--- config.mk ---
export PLATFORM = sky130hd
export DESIGN_NAME = uart_rx
export DESIGN_NICKNAME = d
export VERILOG_FILES = /design/src/rtl/uart_rx.sv
export SDC_FILE = /design/constraint.sdc
export NUM_CORES = 1
export LEC_CHECK = 0
export CELL_PAD_IN_SITES_DETAIL_PLACEMENT = 0
export CELL_PAD_IN_SITES_GLOBAL_PLACEMENT = 1
export CORE_MARGIN = 8
export CORE_UTILIZATION = 50
export DETAILED_ROUTE_END_ITERATION = 7
export PLACE_DENSITY = 0.82
export RECOVER_POWER = 50
export SLEW_MARGIN = 20
export SYNTH_ARGS = -nofsm -noshare
export SYNTH_HDL_FRONTEND = slang
export SYNTH_SLANG_ARGS = --single-unit
--- constraint.sdc ---
create_clock -name clk -period 3.2 [get_ports clk]
set_clock_uncertainty 0.2 [all_clocks]
set_input_delay 0.64 -clock clk [delete_from_list [all_inputs] [get_ports clk]]
set_output_delay 0.64 -clock clk [all_outputs]
set_load 0.03 [all_outputs]
--- src/rtl/uart_rx.sv ---
// 8N1 UART receiver: 2-flop synchronised rx, mid-bit sampling, glitch-start rejection, framing error flag.
// Define UART_RX_PARITY_EN for 8E1 frames with an extra parity_err output.
module uart_rx #(
  parameter int CLOCK_FREQ = 50_000_000,
  parameter int BAUD_RATE  = 9600
) (
  input  logic       clk,
  input  logic       rst_n,
  input  logic       rx,
  output logic [7:0] data_out,
  output logic       valid,
  output logic       frame_err,
  output logic       busy
`ifdef UART_RX_PARITY_EN
  ,
  output logic       parity_err
`endif
);

  // state    | meaning
  // S_IDLE   | line idle, waiting for a falling edge on rx_s
  // S_START  | timing to start-bit midpoint, rejects glitches
  // S_DATA   | sampling 8 data bits, LSB first
  // S_PARITY | sampling the even-parity bit (parity build only)
  // S_STOP   | sampling stop bit, publishing the byte
  typedef enum logic [2:0] {S_IDLE, S_START, S_DATA, S_PARITY, S_STOP} state_t;

  localparam int CLKS_PER_BIT = CLOCK_FREQ / BAUD_RATE;
  localparam int CNT_W        = (CLKS_PER_BIT > 1) ? $clog2(CLKS_PER_BIT) : 1;
  localparam logic [CNT_W-1:0] HALF_TC = CNT_W'(CLKS_PER_BIT / 2 - 1);
  localparam logic [CNT_W-1:0] BIT_TC  = CNT_W'(CLKS_PER_BIT - 1);

  state_t           state, state_nx;
  logic [CNT_W-1:0] clk_cnt, cnt_nx;
  logic [2:0]       bit_idx, idx_nx;
  logic [7:0]       shift_reg, shift_nx;
  logic             rx_meta, rx_s, rx_prev;
  logic             done;
`ifdef UART_RX_PARITY_EN
  logic             par_bit, par_nx;
`endif

  always_ff @(posedge clk or negedge rst_n) begin
    if (!rst_n) begin
      rx_meta <= 1'b1;
      rx_s    <= 1'b1;
      rx_prev <= 1'b1;
    end else begin
      rx_meta <= rx;
      rx_s    <= rx_meta;
      rx_prev <= rx_s;
    end
  end

  always_ff @(posedge clk or negedge rst_n) begin
    if (!rst_n) begin
      state     <= S_IDLE;
      clk_cnt   <= '0;
      bit_idx   <= '0;
      shift_reg <= '0;
`ifdef UART_RX_PARITY_EN
      par_bit   <= 1'b0;
`endif
    end else begin
      state     <= state_nx;
      clk_cnt   <= cnt_nx;
      bit_idx   <= idx_nx;
      shift_reg <= shift_nx;
`ifdef UART_RX_PARITY_EN
      par_bit   <= par_nx;
`endif
    end
  end

  always_comb begin
    state_nx = state;
    cnt_nx   = clk_cnt;
    idx_nx   = bit_idx;
    shift_nx = shift_reg;
    done     = 1'b0;
`ifdef UART_RX_PARITY_EN
    par_nx   = par_bit;
`endif
    case (state)
      S_IDLE: begin
        cnt_nx = '0;
        idx_nx = '0;
        // rx_prev gate keeps a held-low line (break) from re-triggering
        if (rx_prev && !rx_s) state_nx = S_START;
      end
      S_START: begin
        if (clk_cnt == HALF_TC) begin
          cnt_nx   = '0;
          state_nx = rx_s ? S_IDLE : S_DATA;
        end else begin
          cnt_nx = clk_cnt + CNT_W'(1);
        end
      end
      S_DATA: begin
        if (clk_cnt == BIT_TC) begin
          cnt_nx            = '0;
          shift_nx[bit_idx] = rx_s;
          if (bit_idx == 3'd7) begin
`ifdef UART_RX_PARITY_EN
            state_nx = S_PARITY;
`else
            state_nx = S_STOP;
`endif
          end else begin
            idx_nx = bit_idx + 3'd1;
          end
        end else begin
          cnt_nx = clk_cnt + CNT_W'(1);
        end
      end
`ifdef UART_RX_PARITY_EN
      S_PARITY: begin
        if (clk_cnt == BIT_TC) begin
          cnt_nx   = '0;
          par_nx   = rx_s;
          state_nx = S_STOP;
        end else begin
          cnt_nx = clk_cnt + CNT_W'(1);
        end
      end
`endif
      S_STOP: begin
        if (clk_cnt == BIT_TC) begin
          cnt_nx   = '0;
          done     = 1'b1;
          state_nx = S_IDLE;
        end else begin
          cnt_nx = clk_cnt + CNT_W'(1);
        end
      end
      default: begin
        state_nx = S_IDLE;
        cnt_nx   = '0;
      end
    endcase
  end

  always_ff @(posedge clk or negedge rst_n) begin
    if (!rst_n) begin
      data_out   <= 8'h00;
      valid      <= 1'b0;
      frame_err  <= 1'b0;
`ifdef UART_RX_PARITY_EN
      parity_err <= 1'b0;
`endif
    end else begin
      valid <= done;
      if (done) begin
        data_out   <= shift_reg;
        frame_err  <= ~rx_s;
`ifdef UART_RX_PARITY_EN
        parity_err <= par_bit ^ (^shift_reg);
`endif
      end
    end
  end

  assign busy = (state != S_IDLE);

endmodule

# After elaboration in Yosys (flattened, before gate mapping)
# Cells that the tools add are included.
[totals]
latch_bits = 0
memories = 0
out_inout_bits = 11
ramBits = 0
mem_bits_ro = 0
regBits = 40
word_cells = 55
in_bits = 3
[op_classes]
n_shift = 0
multipliers = 0
n_addsub = 2
n_eq_ne = 12
n_reduce_logical = 10
div_mod_pow = 0
muxes = 18
order_cmp = 2
bitwise = 1
[op_table]
columns = ["operator", "n"]
rows = [
  ["13-bit 2-to-1 mux", 2],
  ["13-bit case mux with 2 select lines", 1],
  ["3-bit 2-to-1 mux", 7],
  ["13-bit by 1-bit adder with 13-bit output (second input constant)", 1],
  ["13-bit by 12-bit equality test with 1-bit output (second input constant)", 1],
  ["13-bit equality test (second input constant)", 1],
  ["2-bit != test (second input constant)", 6],
  ["3-bit case mux with 4 select lines", 1],
  ["8-bit bitwise mux", 1],
  ["3-bit equality test (second input constant)", 2],
  ["3-bit case mux with 2 select lines", 1],
  ["5-bit AND reduction", 1],
  ["3-bit by 4-bit less-than comparator with 1-bit output (second input constant)", 1],
  ["3-bit by 1-bit adder with 3-bit output (second input constant)", 1],
  ["1-bit demux with 3-bit select", 1],
  ["3-bit by 1-bit equality test with 1-bit output (second input constant)", 1],
  ["3-bit by 2-bit equality test with 1-bit output (second input constant)", 1],
  ["3-bit by 1-bit >= comparator with 1-bit output (second input constant)", 1],
  ["3-bit zero test", 1],
  ["1-bit 2-to-1 mux", 3],
  ["3-bit AND reduction", 1],
  ["3-bit nonzero test", 1],
  ["1-bit logical AND", 2],
  ["2-bit 2-to-1 mux", 1],
  ["5 further kinds", 5],
]

# Depth between registers and ports, before layout
# Gate-level depths: netlist (run 1).
[logic_depth]
depth_word = 5
ltp_mapped = 7
depth_no_buf = 5

# Worst setup path before layout (run 1)
# No wires, ideal clock.
[synth_path]
path_type = "reg-to-output"
start = "register state[1]"
end = "output port busy"
path_slack_ps = 1244
path_stages_with_launch = 3
path_buffers = 1
t_required_ps = 2360
t_arrival_ps = 1116
path_cell_list = "dfrtp_1 > clkbuf_1 > or3_1"
[synth_via]
elab_chain_len = 1
[synth_lines]
columns = ["item", "line_no", "rtl"]
rows = [
  ["from (decl)", "33", "state_t state, state_nx;"],
  ["from (signal assigned)", "65", "state <= state_nx;"],
  ["3-bit nonzero test", "163", "assign busy = (state != S_IDLE);"],
  ["to (decl)", "13", "output logic busy"],
]
# No other way between the ends.

# Final worst setup path (run 1)
# Same ends and word-level chain as after synthesis.

==> out/metrics.yaml, run 1 <==
final_cell_area_um2: 2120
tns_ns: 0
max_cap_viol_count: 1
cts.clk_slew.worst_paths_ns: 0.07
viasPerCell: 5.57
avgSynthCellArea_um2: 11.5
antennaDiodeCount: 0
drt_iter0_drc: 68
hold_viol: 0
critical_path_required_ns: 2.36
cts_tree: "built"
tightest_slew_ns: 2.04
path_max_fanout: 15
synth_area_um2: 1890
cp-end-kind: "primary output"
clockBufferDepth: 2
largest_reg_flops: 13
holdCritPathClass: "reg -> reg"
globalRoute.totalOverflow: 0
place_congestion: 0.778
drive_above_1_share_pct: 16.9
slew_viol_final: 41
r2r_start: "clk_cnt[0]$_DFF_PN0_"
vdd_drop_max_mv: 0.277
num_rows: 22
insertion_delay_ns: 0.29
power_leakage_nw: 0.921
cts_hold_buf: 0
grtUsageTotal_pct: 12.2
yosysUniqueCellTypes: 36
period_minus_slack_ns: 2.68
hp-start: "rx_meta$_DFF_PN1_"
fmax_mhz: 373
io_pins: 14
setup_viol: 0
dpl_worst_slack_ns: 0.841
power_density_nw_per_um2: 480
cts_made_buffers: 5
crit_arrival_ns: 1.84
totalWireLength_um: 3400
dieWidth_um: 77.5
cts_resized: 0
hold_ws_ns: 0.163
placed_cell_area_um2: 2040
yosys_warnings: 0
first_global_vias: 1296
grt_max_degree: 41
place_hpwl_um: 2310
finish.utilization_pct: 57.9
timing.setup.critical_path_class: "reg -> out"
die_y_um: 77.5
netlist_instances: 165
start_util_pct: 51.7
post_cts_buffers: 0
max-slew-margin-rel_pct: -36.0
fin_crit_sh_pct: 83.7
wl_per_cell_um: 15.0
via_count: 1259
fin_nets: 183
fill_cells: 320
numPortBuffers: 13
cts.sinks: 40
dr.pass1.iters: 4
outcome: "finished with violations"
start_kind: "flip-flop"
syn2layout_area_growth_pct: 12.0
grt_pass1_wl_um: 5950
critPathLaunch: "state[1]$_DFFE_PN0P_"
syn-num-nets: 171
failed_checks: "max-capacitance violations, max-slew violations"
core_area_um2: 3660
drc: 0
seq_area_frac_synth_pct: 53.1
worst_slack_ns: 0.521
synth_seq_cells: 40
ant_nets: 0
rsz0062_at_grt: "false"
die-area_um2: 6010
antenna_found_initial: 0
htree_num_levels: 2
cts_root_buf: "clkbuf_8"
-- placed cells by master (no fill, tap or decap), types with 5 or more instances in the layout --
master,n
o21ai_0,5
nand4_1,7
clkdlybuf4s50_1,11
mux2_2,15
xnor2_1,6
nor2_1,23
xor2_1,6
clkbuf_8,5
nand2_1,8
nand3_1,8
dfrtp_1,37
-- Yosys cell counts --
master	n	area, um^2
nor4b_1	3	26.3
nand3b_1	1	7.51
ha_1	3	37.5
a21oi_1	1	5.00
o211ai_1	3	22.5
and4_1	3	26.3
dfrtp_1	37	926
or3_1	1	6.26
buf_2	4	20.0
a21oi_2	1	8.76
nor2b_1	2	12.5
nor4b_4	2	47.6
xnor2_1	6	52.6
nor4bb_1	1	10.0
and3_1	1	6.26
dfstp_2	3	78.8
and4b_1	2	20.0
nand2_1	8	30.0
nand4_1	7	43.8
nand2b_1	2	12.5
or3b_2	1	8.76
a31oi_1	1	6.26
buf_4	1	7.51
nor3_1	3	15.0
nand4b_1	1	8.76
mux2_1	1	11.3
nand4_2	1	12.5
and2_1	1	6.26
a31o_2	2	17.5
nor3b_1	2	15.0
nand3_1	8	40.0
o21ai_0	5	25.0
nor2_1	23	86.3
mux2_2	15	169
xor2_1	6	52.6
clkbuf_1	3	11.3
-- where the power goes --
part           switching, W  internal, W  leakage, nW  total [W]
clock              0.000167     0.000153       0.0422   0.000320
sequential        0.0000487     0.000540        0.538   0.000589
combinational     0.0000639    0.0000457        0.341   0.000110
total              0.000280     0.000739        0.921    0.00102
-- worst paths after layout --
kind,to,slack [ns],depth (start not counted)
worst max-delay path,busy,0.52,2
worst max register to register,clk_cnt[4]$_DFF_PN0_,0.91,5
worst min register to register,rx_s$_DFF_PN1_,0.16,0
max in group asynchronous,clk_cnt[0]$_DFF_PN0_,0.91,1
min in group asynchronous,valid$_DFF_PN0_,0.72,1
worst min-delay path,rx_s$_DFF_PN1_,0.16,0
-- layer usage --
layer	vias to the layer above	track usage, %	share of wire [%]
met1	616	14.6	48
met4	0	5.66	1.8
met5	-	0	0
met2	29	19.4	45
li1	607	-	-
met3	7	4.15	4.8
-- critical path, cell delays in order (launching register included) --
cell and delay (ns):
dfrtp_1 0.53, or3_1 0.42, clkdlybuf4s50_1 0.60
-- metrics by stage --
stage / cells / total power (W)
finish: 226 / 0.00102
global route: 226 / 0.00107
CTS: 226 / 0.00103
detailed placement: 218 / 0.000707
global placement: 218 / 0.000705
floorplan: 165 / 0.000673
-- kinds of logic (layout without fill, tap and decap cells) --
| logic type | count (synthesis) | after routing | share of synthesized area (%) |
|---|---|---|---|
| compound gates | 13 | 13 | 4.49 |
| xor+xnor | 12 | 12 | 5.55 |
| fa+ha+maj | 3 | 3 | 1.98 |
| buf+inv | 8 | 21 | 2.05 |
| flops | 40 | 40 | 53.1 |
| mux | 16 | 16 | 9.52 |
| simple gates | 73 | 73 | 23.3 |
-- final cells by class --
class,count,area [um^2],area share [%]
clock buffers,7,76.3,3.60
clock inverters,1,5.00,0.236
multi-input cells,117,850,40.1
flip-flops and latches,40,1000,47.4
well taps,48,60.1,2.83
repair buffers,13,124,5.84
(Power assumes the default switching activity.)
==> run 2: changes to the inputs <==
--- a/config.mk
+++ b/config.mk
@@ -8,9 +8,9 @@
 export CELL_PAD_IN_SITES_DETAIL_PLACEMENT = 0
 export CELL_PAD_IN_SITES_GLOBAL_PLACEMENT = 1
 export CORE_MARGIN = 8
-export CORE_UTILIZATION = 50
+export CORE_UTILIZATION = 46
 export DETAILED_ROUTE_END_ITERATION = 7
-export PLACE_DENSITY = 0.82
+export PLACE_DENSITY = 0.76
 export RECOVER_POWER = 50
 export SLEW_MARGIN = 20
 export SYNTH_ARGS = -nofsm -noshare
==> constraint.sdc (replaced) <==
create_clock -name clk -period 2.75 [get_ports clk]
set_clock_uncertainty 0.2 [all_clocks]
set_input_delay 0.55 -clock clk [delete_from_list [all_inputs] [get_ports clk]]
set_output_delay 0.55 -clock clk [all_outputs]
set_load 0.03 [all_outputs]
==> run 2 against run 1 <==
The flow now finishes without violations. Sequential cell count stayed put. Sequential share of layout area fell by 0.17 points. Non-clock buffer count is the same. Core utilization down 4.3 points. Die area is 6.9% higher. First-iteration DRC count fell by 41%. Setup slack worse by 0.36 ns. Highest routed layer unchanged.
==> out/metrics.yaml, run 2 (same netlist as run 1, synthesis figures left out) <==
outcome: "finished, final reports clean"
max_cap_viol_count: 0  # -1
ant_nets: 0  # unchanged
fmax_mhz: 386
use_met2_pct: 16.4  # -3.0 points
setup_viol: 0  # unchanged
grtUsageMet1_pct: 15.9  # +1.3 points
holdCritPathClass: "in -> async"
core_area_um2: 3970  # +8.5%
insertion_delay_ns: 0.29  # about the same
p_seq_share_pct: 57.6  # -0.2 points
placed_cell_area_um2: 2040  # +0.12%
fin_cells: 228  # +0.88%
largest_reg_flops: 13  # unchanged
place_congestion: 0.740  # -4.8%
cts_resized: 0  # unchanged
period_minus_slack_ns: 2.59
htree_num_levels: 2  # unchanged
syn2layout_area_growth_pct: 12.4
antennaDiodeCount: 0  # unchanged
cts.clk_slew.worst_paths_ns: 0.08  # about the same
p_comb_share_pct: 10.7  # about the same
critical_path_required_ns: 2.00  # -0.36 ns
tightest_slew_ns: 0.859  # -1.18 ns
post_cts_buffers: 0  # unchanged
slew_viol_final: 0  # -100%
die_y_um: 80.2  # +3.4%
wl_per_cell_um: 14.8  # -1.5%
max-slew-margin-rel_pct: 42.7  # +79 points
path_max_fanout: 15  # unchanged
busiest_layer: "met2"
fill_cells: 356  # +11%
regArea_um2: 1000  # unchanged
crit_chain: "or3_1 -> clkdlybuf4s50_1"
die-area_um2: 6420  # +6.9%
dr.pass1.iters: 4  # unchanged
place_hpwl_um: 2290  # -0.81%
via_count: 1276  # +1.4%
final_common_cell: "dfrtp_1"
finish.utilization_pct: 53.6  # -4.3 points
grt_max_degree: 41  # unchanged
clock_power_share_pct: 31.8  # +0.4 points
layout_common_cells: "dfrtp_1, nor2_1, mux2_2, clkdlybuf4s50_1"
drive_above_1_share_pct: 18.0  # +1.1 points
power_leakage_nw: 0.923  # +0.19%
slowest_stage: "clkdlybuf4s50_1"
fin_nets: 183  # unchanged
placedCellCount: 220  # +0.92%
rrSetupSlack_ns: 0.48  # -0.43 ns
final_cell_area_um2: 2130  # +0.35%
timing.setup.critical_path_class: "reg -> out"
hold_viol: 0  # unchanged
switching_share_pct: 28.0  # +0.51 points
cp-end-kind: "primary output"
antenna_found_initial: 0  # unchanged
first_global_vias: 1237  # -4.6%
cts.sinks: 40  # unchanged
vdd_drop_max_mv: 0.355  # +28%
drt_iter0_drc: 40  # -41%
multi_input_area_um2: 850  # unchanged
grt_pass1_wl_um: 5960  # +0.12%
cts_tree: "built"
fin_crit_sh_pct: 94.3
viasPerCell: 5.60  # +0.46%
p_switching_w: 0.000334  # +19%
tns_ns: 0  # unchanged
totalWireLength_um: 3370  # -0.68%
cts_root_buf: "clkbuf_8"
power_density_nw_per_um2: 561  # +17%
grtUsageTotal_pct: 11.8  # -0.37 points
io_pins: 14  # unchanged
grtUsageMet3_pct: 3.68  # -0.46 points
numPortBuffers: 13  # unchanged
globalRoute.totalOverflow: 0  # unchanged
dieWidth_um: 80.2  # +3.4%
crit_arrival_ns: 1.84  # about the same
drc: 0  # unchanged
start_util_pct: 47.7  # -4.0 points
cpPeakStageDelay_ns: 0.59  # about the same
cts_made_buffers: 5  # unchanged
num_rows: 23  # +4.5%
p_int_w: 0.000859  # +16%
start_kind: "flip-flop"
rsz0062_at_grt: "false"
cts_hold_buf: 0  # unchanged
clockBufferDepth: 2  # unchanged
hold_ws_ns: 0.160  # -0.00278 ns
==> run 2: cell types whose count changed in the layout (fill, tap and decap cells not counted) <==
| cell | delta |
|---|---|
| buf_2 | +1 |
| clkinvlp_4 | +1 |
| clkbuf_1 | -2 |
==> run 2: layout make-up <==
class / instances / share of cell area [%]
flip-flops and latches: 40 / 47.2
repair buffers: 13 / 5.88
clock buffers: 6 / 3.41
clock inverters: 2 / 0.588
well taps: 50 / 2.94
multi-input cells: 117 / 39.9
==> run 2: path summary, 6_finish.rpt <==
path	cells after the start	from	endpoint
worst max-delay path	2	state[1]$_DFFE_PN0P_	busy
worst min-delay path	1	rst_n	state[1]$_DFFE_PN0P_
worst max register to register	5	clk_cnt[0]$_DFF_PN0_	clk_cnt[8]$_DFF_PN0_
worst min register to register	0	rx_meta$_DFF_PN1_	rx_s$_DFF_PN1_
max in group asynchronous	1	rst_n	data_out[1]$_DFFE_PN0P_
min in group clk	0	rx_meta$_DFF_PN1_	rx_s$_DFF_PN1_
==> run 2: routing by layer <==
layer,vias up,routed length (um)
met5,-,0
met4,0,68
met3,7,180
met2,22,1440
met1,632,1690
li1,615,-
==> run 2: per-stage QoR <==
step | total power, W | worst slack (ns)
after floorplan | 0.000784 | 0.840
after global placement | 0.000822 | 0.499
after detailed placement | 0.000826 | 0.480
after CTS | 0.00121 | 0.144
after global routing | 0.00126 | 0.0955
final | 0.00119 | 0.158
==> run 2: power by group through the flow <==
stage          Sequential [W]  Combinational [W]  Clock [W]
2_1_floorplan        0.000664           0.000119          0
3_3_place_gp         0.000696           0.000126          0
3_5_place_dp         0.000697           0.000129          0
4_1_cts              0.000685           0.000130   0.000396
5_1_grt              0.000693           0.000145   0.000419
6_report             0.000686           0.000127   0.000379
==> run 2: worst max-delay path: cells and delay by family, from the launching register on <==
kind                   cells  cell delay (ns)
and+or+nand+nor            1             0.41
buffers and inverters      1             0.59
DFF                        1             0.54
